--- src/rtl/decoder_scan_pkg.sv ---
// decoder_pkg: shared types and defaults for the registered N-to-2^N
// decoder family.
//   mode_e  : value carried on the `mode` input (DIRECT / SCAN)
//   state_e : registered operating state inside decoder_scan
//   DEF_N, DEF_DWELL_W : default index and dwell-counter widths
package decoder_pkg;

  typedef enum logic {
    MODE_DIRECT = 1'b0,
    MODE_SCAN   = 1'b1
  } mode_e;

  typedef enum logic {
    S_DIRECT = 1'b0,
    S_SCAN   = 1'b1
  } state_e;

  localparam int DEF_N       = 3;
  localparam int DEF_DWELL_W = 8;

endpackage

--- src/rtl/decoder_n_to_2n.sv ---
// decoder_n_to_2n: purely combinational N-to-2^N one-hot decoder with enable.
// It can stand in for the fixed-width decoders.
//   ena : 0 forces out to all zeros
//   in  : binary index, N bits
//   out : one-hot (ena=1) or zero (ena=0), 2^N bits
module decoder_n_to_2n #(
  parameter int N = 3
) (
  input  logic              ena,
  input  logic [N-1:0]      in,
  output logic [(1<<N)-1:0] out
);

  localparam int M = 1 << N;

  assign out = ena ? (M'(1) << in) : '0;

endmodule

--- src/rtl/decoder_scan.sv ---
// decoder_scan: registered N-to-2^N one-hot decoder with an auto-scan mode.
// In DIRECT mode `in` is decoded to a registered one-hot strobe. In SCAN mode
// the pointer steps through every output and holds each one for dwell+1
// enabled cycles.
//   clk   : rising-edge clock
//   rst   : synchronous reset, active low
//   ena   : global enable; low blanks out (scan position and count freeze)
//   mode  : 0 = DIRECT, 1 = SCAN; sampled every cycle
//   in    : DIRECT index / SCAN load value
//   load  : SCAN only; force pointer to `in` and restart the dwell
//   dwell : extra cycles each SCAN position is held
//   out   : registered one-hot or zero select, 2^N bits
//   sel   : registered binary pointer
//   wrap  : one-cycle pulse when the pointer steps from 2^N-1 to 0
module decoder_scan
  import decoder_pkg::*;
#(
  parameter int N       = DEF_N,
  parameter int DWELL_W = DEF_DWELL_W
) (
  input  logic               clk,
  input  logic               rst,
  input  logic               ena,
  input  logic               mode,
  input  logic [N-1:0]       in,
  input  logic               load,
  input  logic [DWELL_W-1:0] dwell,
  output logic [(1<<N)-1:0]  out,
  output logic [N-1:0]       sel,
  output logic               wrap
);

  localparam int M = 1 << N;

  state_e             state;
  logic [N-1:0]       ptr, ptr_nxt;
  logic [DWELL_W-1:0] cnt, cnt_nxt, cnt_cur;
  logic               wrap_nxt;
  logic [M-1:0]       out_nxt;

  // Next-state logic. The out register is decoded from the next pointer, so
  // every scan branch reduces to onehot(ptr_nxt) gated by ena.
  always_comb begin
    ptr_nxt  = ptr;
    cnt_nxt  = cnt;
    wrap_nxt = 1'b0;
    // cnt is already zero after DIRECT. Gating on state keeps SCAN entry
    // clean even if that ever stops holding.
    cnt_cur  = (state == S_SCAN) ? cnt : '0;
    if (mode == MODE_SCAN) begin
      if (load) begin
        ptr_nxt = in;
        cnt_nxt = '0;
      end else if (!ena) begin
        cnt_nxt = cnt_cur;                  // freeze position and remaining dwell
      end else if (cnt_cur >= dwell) begin  // live compare: a lowered dwell advances at once
        cnt_nxt  = '0;
        ptr_nxt  = ptr + N'(1);
        wrap_nxt = (ptr == {N{1'b1}});
      end else begin
        cnt_nxt = cnt_cur + DWELL_W'(1);
      end
    end else begin
      ptr_nxt = in;                         // ptr tracks in, so SCAN resumes from here
      cnt_nxt = '0;
    end
  end

  decoder_n_to_2n #(.N(N)) u_dec (
    .ena (ena),
    .in  (ptr_nxt),
    .out (out_nxt)
  );

  always_ff @(posedge clk) begin
    if (!rst) begin
      state <= S_DIRECT;
      ptr   <= '0;
      cnt   <= '0;
      out   <= '0;
      wrap  <= 1'b0;
    end else begin
      state <= state_e'(mode);
      ptr   <= ptr_nxt;
      cnt   <= cnt_nxt;
      out   <= out_nxt;
      wrap  <= wrap_nxt;
    end
  end

  assign sel = ptr;

endmodule

--- config.mk ---
export PLATFORM = sky130hd
export DESIGN_NAME = decoder_scan
export DESIGN_NICKNAME = d
export VERILOG_FILES = /design/src/rtl/decoder_scan_pkg.sv /design/src/rtl/decoder_n_to_2n.sv /design/src/rtl/decoder_scan.sv
export SDC_FILE = /design/constraint.sdc
export NUM_CORES = 1
export LEC_CHECK = 0
export ABC_AREA = 1
export ABC_CLOCK_PERIOD_IN_PS = 2600
export CAP_MARGIN = 20
export CORE_ASPECT_RATIO = 1.2
export CORE_MARGIN = 4
export CORE_UTILIZATION = 45
export CTS_BUF_LIST = sky130_fd_sc_hd__clkbuf_8
export CTS_CLUSTER_DIAMETER = 30
export DETAILED_ROUTE_END_ITERATION = 7
export PLACE_DENSITY = 0.82
export SYNTH_ARGS = -nofsm -noshare
export SYNTH_HDL_FRONTEND = slang
export SYNTH_SLANG_ARGS = --single-unit
export TNS_END_PERCENT = 50
--- constraint.sdc ---
create_clock -name clk -period 2.6 [get_ports clk]
set_input_delay 0.39 -clock clk [delete_from_list [all_inputs] [get_ports clk]]
set_output_delay 0.39 -clock clk [all_outputs]
set_load 0.005 [all_outputs]
Yosys cells after proc, flatten, opt, wreduce, memory -nomap -nowiden
Index checks and enable logic that the tools add are counted.

Output and inout port bits: 12. Logic and storage cells: 24. ROM bits: 0. Bits in latches: 0. RAM bits: 0. Memories: 0. Register bits: 21.

Eq/ne operators: 1. Magnitude comparators: 1. Add/subtract/negate cells: 2. Mux-type cells: 7. Bitwise operators: 4. Shifts and indexed selects: 1. $mul: 0. Divide/modulo/power cells: 0. Reductions and logical operators: 3.

Operators by type and width (number): $mux 8 (3); $mux 3 (4); $add 8x1->8 const B (1); $ge 8x8->1 (1); $shl 1x3->8 const A (1); $reduce_or 5->1 (1); $not 1->1 (4); $add 3x1->3 const B (1); $eq 3x3->1 const B (1); $reduce_or 3->1 (1); $reduce_and 2->1 (1).

Depth between registers and ports, before layout
Gate-level depths: netlist of run 1.

Depth after elaboration: 7. Mapped depth: 18. Depth with buffers taken out: 17.

Modules after synthesis
From an unflattened synthesis of run 1, not the netlist that was laid out.

Cell total of the unflattened synthesis: 170. Area, all modules: 1166.1 um^2.

Modules (own cells, without submodules): decoder_scan (times used 1, area each 1102.3 um^2, sequential area each 420.4 um^2, cells an instance 153); decoder_n_to_2n (times used 1, area each 63.8 um^2, sequential area each 0.0 um^2, cells an instance 17).

Least setup slack after synthesis of run 1
OpenSTA, ideal clock, no wires.

Path type: register -> register. Start: register state. End: register out[1]. Setup time: 0.117 ns. Buffers on the path: 1. Clock period less this slack: 1.746 ns. Setup slack: 0.854 ns. Data required time: 2.483 ns. Arrival: 1.629 ns. Cell stages (with the launch flop): 17. Cell sequence: dfxtp_1 > buf_4 > nand2_1 > inv_1 > ha_1 > a21boi_2 > nand2_1 > nand2_1 > nand2_2 > nand2_4 > nand2_4 > nand2_1 > nand3_1 > nand2_2 > inv_2 > nand2_1 > nor2_1.

Word-level cells in the longest chain between the ends: 7.

RTL lines: from (decl) (RTL line decoder_scan.sv:35) `state_e state;`; from (signal assigned) (RTL line decoder_scan.sv:83) `state <= state_e'(mode);`; $mux 8 (RTL line decoder_scan.sv:49) `cnt_cur = (state == S_SCAN) ? cnt : '0;`; $ge 8x8->1 (RTL line decoder_scan.sv:56) `end else if (cnt_cur >= dwell) begin`; $mux 3 (RTL line decoder_scan.sv:56); $mux 3 (RTL line decoder_scan.sv:54) `end else if (!ena) begin`; $mux 3 (RTL line decoder_scan.sv:51) `if (load) begin`; $mux 3 (RTL line decoder_scan.sv:50) `if (mode == MODE_SCAN) begin`; $shl 1x3->8 (RTL line decoder_n_to_2n.sv:16) `assign out = ena ? (M'(1) << in) : '0;`; to (signal assigned) (RTL line decoder_scan.sv:86) `out <= out_nxt;`; to (decl) (RTL line decoder_scan.sv:28) `output logic [(1<<N)-1:0] out,`.

No other way between the ends. A chain may end at the register's enable or synchronous reset.

Worst setup path after layout of run 1
Start: register state. End: register out[0].

Same word-level chain as after synthesis.

==> results of run 1 <==
-- state kept, by name (all words and copies together), names as in the netlist --
register and cells:
out 8, sel 3, state 1, wrap 1
cnt 8
-- per-stage QoR --
step           setup slack, ns  instance area, um2
5_1_grt                  0.302                1460
3_3_place_gp             0.460                1410
6_report                 0.532                1460
2_1_floorplan            0.854                1120
4_1_cts                  0.531                1460
3_5_place_dp             0.407                1410
-- kinds of logic after synthesis --
group | count (synthesis)
AOI/OAI and AO/OA | 11
adders and majority gates | 10
buffers and inverters | 33
xor gates and xnor gates | 2
and+or+nand+nor | 74
DFF | 21
-- cells in the final DEF (no fill, tap or decap), types with 2 or more instances in the layout --
master,instances
a21oi_1,4
nand3_1,7
dfxtp_1,21
ha_1,10
nand2_1,31
inv_1,29
nand2_2,5
clkdlybuf4s50_1,27
a211oi_1,3
inv_2,2
nor3_1,2
clkbuf_8,3
nor2_1,20
nand2_4,3
-- final cells by class --
| cell class | count | area [um2] | area share, % |
|---|---|---|---|
| Sequential cell | 21 | 420 | 28.8 |
| Clock inverter | 1 | 5.00 | 0.343 |
| Multi-Input combinational cell | 97 | 566 | 38.8 |
| Tap cell | 31 | 38.8 | 2.66 |
| Clock buffer | 3 | 41.3 | 2.83 |
| Inverter | 31 | 116 | 7.98 |
| Timing Repair Buffer | 27 | 270 | 18.5 |
-- report_power, final --
group / internal [mW] / switching, mW
Clock: 0.107 / 0.0980
Combinational: 0.0460 / 0.0408
Sequential: 0.329 / 0.00673
Total: 0.481 / 0.146
-- layer usage --
layer,vias up,part of all wire (%)
li1,523,-
met1,456,42
met2,26,52
met3,2,5.2
met4,0,0.26
met5,-,0
-- final timing paths --
check                       to  slack (ns)  cells after the start
max          out[0]$_SDFF_PP0_        0.53                     17
min          cnt[3]$_SDFF_PP0_        0.47                      1
max reg2reg  out[0]$_SDFF_PP0_        0.53                     17
min reg2reg  cnt[3]$_SDFF_PP0_        0.47                      1
-- worst max-delay path, stage by stage (launching register included) --
cell	delay (ns)
dfxtp_1	0.54
nand2_1	0.17
ha_1	0.30
inv_1	0.03
nand2_1	0.04
nand2_1	0.04
nand3_1	0.05
nand2_1	0.05
nand2_1	0.07
nand2_2	0.06
nand2_4	0.08
nand2_4	0.06
nand2_1	0.07
nand3_1	0.09
nand2_2	0.12
inv_2	0.05
nand2_1	0.08
nor2_1	0.04
==> flow_metrics.py, run 1 <==
metrics = {
    "floorplan": {
        "die_h_um": 62.6,
        "rows": 19,
        "core_region_area_um2": 2330,
        "die_x_um": 53.5,
        "die_area_um2": 3350,
        "ios": 28,
        "initial_core_util_pct": 48.0,
    },
    "synth": {
        "synthMuxAreaShare_pct": 0,
        "ys_ff_latch": 21,
        "ys_types": 25,
        "synth_edf_count": 0,
        "synth_area_leaders": "dfxtp_1, ha_1, nand2_1, inv_1, nor2_1",
        "yosys.area.top_type_share_pct": 37.6,
        "yosysWarnings": 0,
        "synth_top_cell_by_area": "dfxtp_1",
        "async_reset_ff_share_pct": 0,
        "yosys.area_share.simple_pct": 31.4,
        "syn_avg_cell_area_um2": 7.40,
        "synth.most_common_cell": "nand2_1",
        "yosys-top-cells-count": "nand2_1, inv_1, dfxtp_1",
        "ys.flop_type": "dfxtp_1",
        "syn_area_um2": 1120,
        "ys_seq_area_share_pct": 37.6,
        "synth-compound-area-share_pct": 6.49,
        "synthCells": 151,
        "synth_fa_ha_area_share_pct": 11.2,
        "synth_xor_area_share_pct": 1.57,
        "synth_top_family_by_area": "simple AND/OR/NAND/NOR gates",
        "syn_nets": 177,
    },
    "route": {
        "routedWlPerCell_um": 11.0,
        "drt_iter0_drc": 24,
        "firstDrtPassIters": 4,
        "vias": 1007,
        "via_per_inst": 4.77,
        "ant_nets": 0,
        "drc": 0,
        "finalWirelength_um": 2330,
    },
    "power": {
        "fin_total_pwr_uw": 627,
        "power_density_nw_per_um2": 430,
        "peakVddDrop_v": 0.000526,
        "p_leak_nw": 0.729,
    },
    "final_layout": {
        "synthToLayoutAreaGrowth_pct": 30.5,
        "antennaDiodeCount": 0,
        "fillers": 219,
        "final_layout_size_suffix_gt1_share_pct": 10.6,
        "utilization_pct": 62.6,
        "nets": 207,
        "fin_cells": 211,
    },
    "cts": {
        "post_cts_buffers": 0,
        "clkLatencyLatePin_ns": 0.25,
        "cts_root_buf": "clkbuf_8",
        "hold_buffers": 0,
        "cts_tree": "done",
        "clock-sinks": 21,
        "clk_pin_slew_worst_paths_ns": 0.07,
        "htree_levels": 1,
        "cts_max_path_buffers": 2,
        "cts_resized": 0,
        "numCtsBuffers": 3,
    },
    "placement": {
        "placedCellCount": 207,
        "gp_congestion": 0.842,
        "numPortBuffers": 27,
        "dp_hpwl_um": 1890,
    },
    "grt": {
        "met3_usage_pct": 3.10,
        "grt_max_degree": 13,
        "antenna_found_initial": 0,
        "grt_pass1_vias": 1039,
        "grt_use_total_pct": 15.6,
        "top_usage_layer": "met2",
        "use_met1_pct": 17.2,
        "grt_first_pass_wirelength_um": 4090,
        "grt.overflow.total": 0,
        "grt_use_met2_pct": 28.4,
    },
    "sta": {
        "setup_viol": 0,
        "tightest_slew_ns": 0.374,
        "maxSlewViolCount": 0,
        "fmax_mhz": 484,
        "fin_crit_sh_pct": 79.5,
        "maxSlewHeadroom_pct": 75.0,
        "min_period_ns": 2.07,
        "hold-worst-slack_ns": 0.471,
        "hold_viol": 0,
        "skew_ns": 0.00220,
        "rsz0062_at_grt": "false",
        "setup_tns_ns": 0,
    },
    "critical_path": {
        "path_class": "flop to flop",
        "end_kind": "flop",
        "start_kind": "flop",
        "worstReg2RegStart": "state$_SDFF_PN0_",
        "crit_path_start": "state$_SDFF_PN0_",
        "worstPathArrival_ns": 2.22,
        "cp.required_ns": 2.75,
        "path_max_fanout": 9,
    },
    "hold_path": {
        "worstHoldPathType": "flop to flop",
        "worstHoldStart": "cnt[3]$_SDFF_PP0_",
    },
    "run": {
        "cap_viol_max_count": 0,
    },
    "run_status": {
        "status": "finished, final reports clean",
    },
}
Power figures use the tool's default switching activity.
==> inputs of run 2 (changes only) <==
--- a/config.mk
+++ b/config.mk
@@ -6,7 +6,7 @@
 export NUM_CORES = 1
 export LEC_CHECK = 0
 export ABC_AREA = 1
-export ABC_CLOCK_PERIOD_IN_PS = 2600
+export ABC_CLOCK_PERIOD_IN_PS = 1750
 export CAP_MARGIN = 20
 export CORE_ASPECT_RATIO = 1.2
 export CORE_MARGIN = 4
@@ -14,7 +14,7 @@
 export CTS_BUF_LIST = sky130_fd_sc_hd__clkbuf_8
 export CTS_CLUSTER_DIAMETER = 30
 export DETAILED_ROUTE_END_ITERATION = 7
-export PLACE_DENSITY = 0.82
+export PLACE_DENSITY = 0.85
 export SYNTH_ARGS = -nofsm -noshare
 export SYNTH_HDL_FRONTEND = slang
 export SYNTH_SLANG_ARGS = --single-unit
==> constraint.sdc (replaced) <==
create_clock -name clk -period 1.75 [get_ports clk]
set_input_delay 0.2625 -clock clk [delete_from_list [all_inputs] [get_ports clk]]
set_output_delay 0.2625 -clock clk [all_outputs]
set_load 0.005 [all_outputs]
==> run 2 against run 1 <==
  * The run now ends with setup timing left
  * Worst setup slack worse by 0.60 ns
  * Utilization is 11 points higher
  * Combinational power is 77% higher
  * Die area did not move
  * Clock skew increased by 0.0032 ns
  * Power increased by 54%
  * Clock power grew 53%
==> flow_metrics.py, run 2 (synthesis gave the netlist of run 1 again) <==
metrics = {
    "run_status": {
        "status": "finished with violations",
        "violations": "setup timing",
    },
    "route": {
        "via_per_inst": 4.82,
        "firstDrtPassIters": 4,
        "finalWirelength_um": 2840,
        "drc": 0,
        "ant_nets": 0,
        "routedWlPerCell_um": 12.5,
        "vias": 1098,
        "drt_iter0_drc": 21,
    },
    "cts": {
        "cts_root_buf": "clkbuf_8",
        "clk_pin_slew_worst_paths_ns": 0.08,
        "cts_max_path_buffers": 2,
        "htree_levels": 1,
        "cts_tree": "done",
        "numCtsBuffers": 3,
        "clkLatencyLatePin_ns": 0.26,
        "clock-sinks": 21,
    },
    "hold_path": {
        "worstHoldPathType": "flop to flop",
        "worstHoldStart": "cnt[6]$_SDFF_PP0_",
    },
    "final_layout": {
        "antennaDiodeCount": 0,
        "fin_cells": 228,
        "synthToLayoutAreaGrowth_pct": 53.5,
        "nets": 224,
        "mostFrequentLayoutCells": "clkdlybuf4s50_1, inv_1, nand2_1",
        "layout_commonest_cell": "clkdlybuf4s50_1",
        "final_layout_size_suffix_gt1_share_pct": 31.0,
    },
    "sta": {
        "maxSlewHeadroom_pct": 68.4,
        "min_period_ns": 1.82,
        "fmax_mhz": 550,
        "skew_ns": 0.00543,
        "maxSlewViolCount": 0,
        "setup_tns_ns": -0.440,
        "finalWorstSetupSlack_ns": -0.0667,
        "fin_crit_sh_pct": 104,
        "rsz0062_at_grt": "true",
        "tightest_slew_ns": 0.472,
        "setup_viol": 9,
        "hold_viol": 0,
    },
    "floorplan": {
        "die_h_um": 62.6,
        "die_x_um": 53.5,
        "ios": 28,
        "initial_core_util_pct": 48.0,
        "core_region_area_um2": 2330,
        "die_area_um2": 3350,
        "rows": 19,
    },
    "grt": {
        "grt_first_pass_wirelength_um": 4760,
        "grt_use_total_pct": 18.4,
        "antenna_found_initial": 0,
        "grt_max_degree": 13,
        "grt.overflow.total": 0,
        "grt_pass1_vias": 1151,
    },
    "critical_path": {
        "slowest_stage": "dfxtp_4",
        "path_delay_family": "simple AND/OR/NAND/NOR gates",
        "crit_path_frequent_cell": "nand2_4",
        "worstReg2RegStart": "state$_SDFF_PN0_",
        "worstPathArrival_ns": 1.97,
        "path_class": "flop to flop",
        "crit_path_start": "state$_SDFF_PN0_",
        "worst-path-buf-inv": 2,
        "path_max_fanout": 8,
        "cp.required_ns": 1.91,
        "start_kind": "flop",
        "crit_path_max_incr_delay_ns": 0.43,
        "end_kind": "flop",
        "path_cells": "nand2_4 > ha_4 > inv_2 > nand2_1 > nand2_1 > nand3_1 > nand2_1 > nand2_1 > nand2_2 > nand2_4 > nand2_4 > nand2_2 > nand3_2 > nand2_4 > inv_4 > nand2_4 > nor2_1",
    },
    "power": {
        "peakVddDrop_v": 0.000693,
        "fin_total_pwr_uw": 967,
        "p_leak_nw": 0.856,
        "power_density_nw_per_um2": 564,
    },
    "placement": {
        "numPortBuffers": 27,
        "dp_hpwl_um": 2140,
        "placedCellCount": 222,
        "gp_congestion": 0.874,
    },
    "run": {
        "cap_viol_max_count": 0,
    },
}
-- run 2: changes by cell type in the layout (fill, tap and decap cells not counted), sizes merged --
cell,before,now
buf,0,17
-- run 2: worst paths after layout --
path	end	slack, ns	depth (start not counted)
hold reg to reg	cnt[6]$_SDFF_PP0_	0.49	1
setup / recovery	out[1]$_SDFF_PP0_	-0.07	17
hold / removal	cnt[6]$_SDFF_PP0_	0.49	1
setup reg to reg	out[1]$_SDFF_PP0_	-0.07	17
-- run 2: final cells by class --
class	instances	area (um2)
inverters	31	119
multi-input cells	97	689
fillers	179	614
flip-flops and latches	21	424
repair buffers	44	398
clock inverters	1	5.00
well taps	31	38.8
clock buffers	3	41.3
-- run 2: layer usage --
metal / share of wire, % / routed length (um) / track usage, %
met3: 5.1 / 145 / 2.39
met4: 1.7 / 48 / 7.67
met5: 0 / 0 / 0
met1: 37 / 1040 / 19.2
met2: 56 / 1600 / 34.7
-- run 2: report_power, final --
part / switching (mW) / internal (mW) / leakage [nW] / total (mW)
Combinational: 0.0737 / 0.0808 / 0.660 / 0.154
Clock: 0.154 / 0.159 / 0.0255 / 0.313
Sequential: 0.0121 / 0.488 / 0.171 / 0.500
Total: 0.240 / 0.727 / 0.856 / 0.967
-- run 2: stage by stage --
step	util [%]	area (um2)	hold slack (ns)	worst slack (ns)
after floorplan	-	1120	0.374	0.00385
after global placement	65.4	1520	0.452	-0.248
after detailed placement	65.4	1520	0.458	-0.324
after CTS	70.6	1640	0.473	-0.0236
after global routing	73.6	1720	0.507	-0.199
final	73.6	1720	0.487	-0.0667
-- run 2: repair_timing --
item                                    in CTS  in global routing
hold buffers                                 0                  0
cloned                                       0                  0
buffers inserted                             1                  1
gates resized for setup                     19                 16
pin swaps                                    2                  4
endpoints found under the setup margin      19                 19
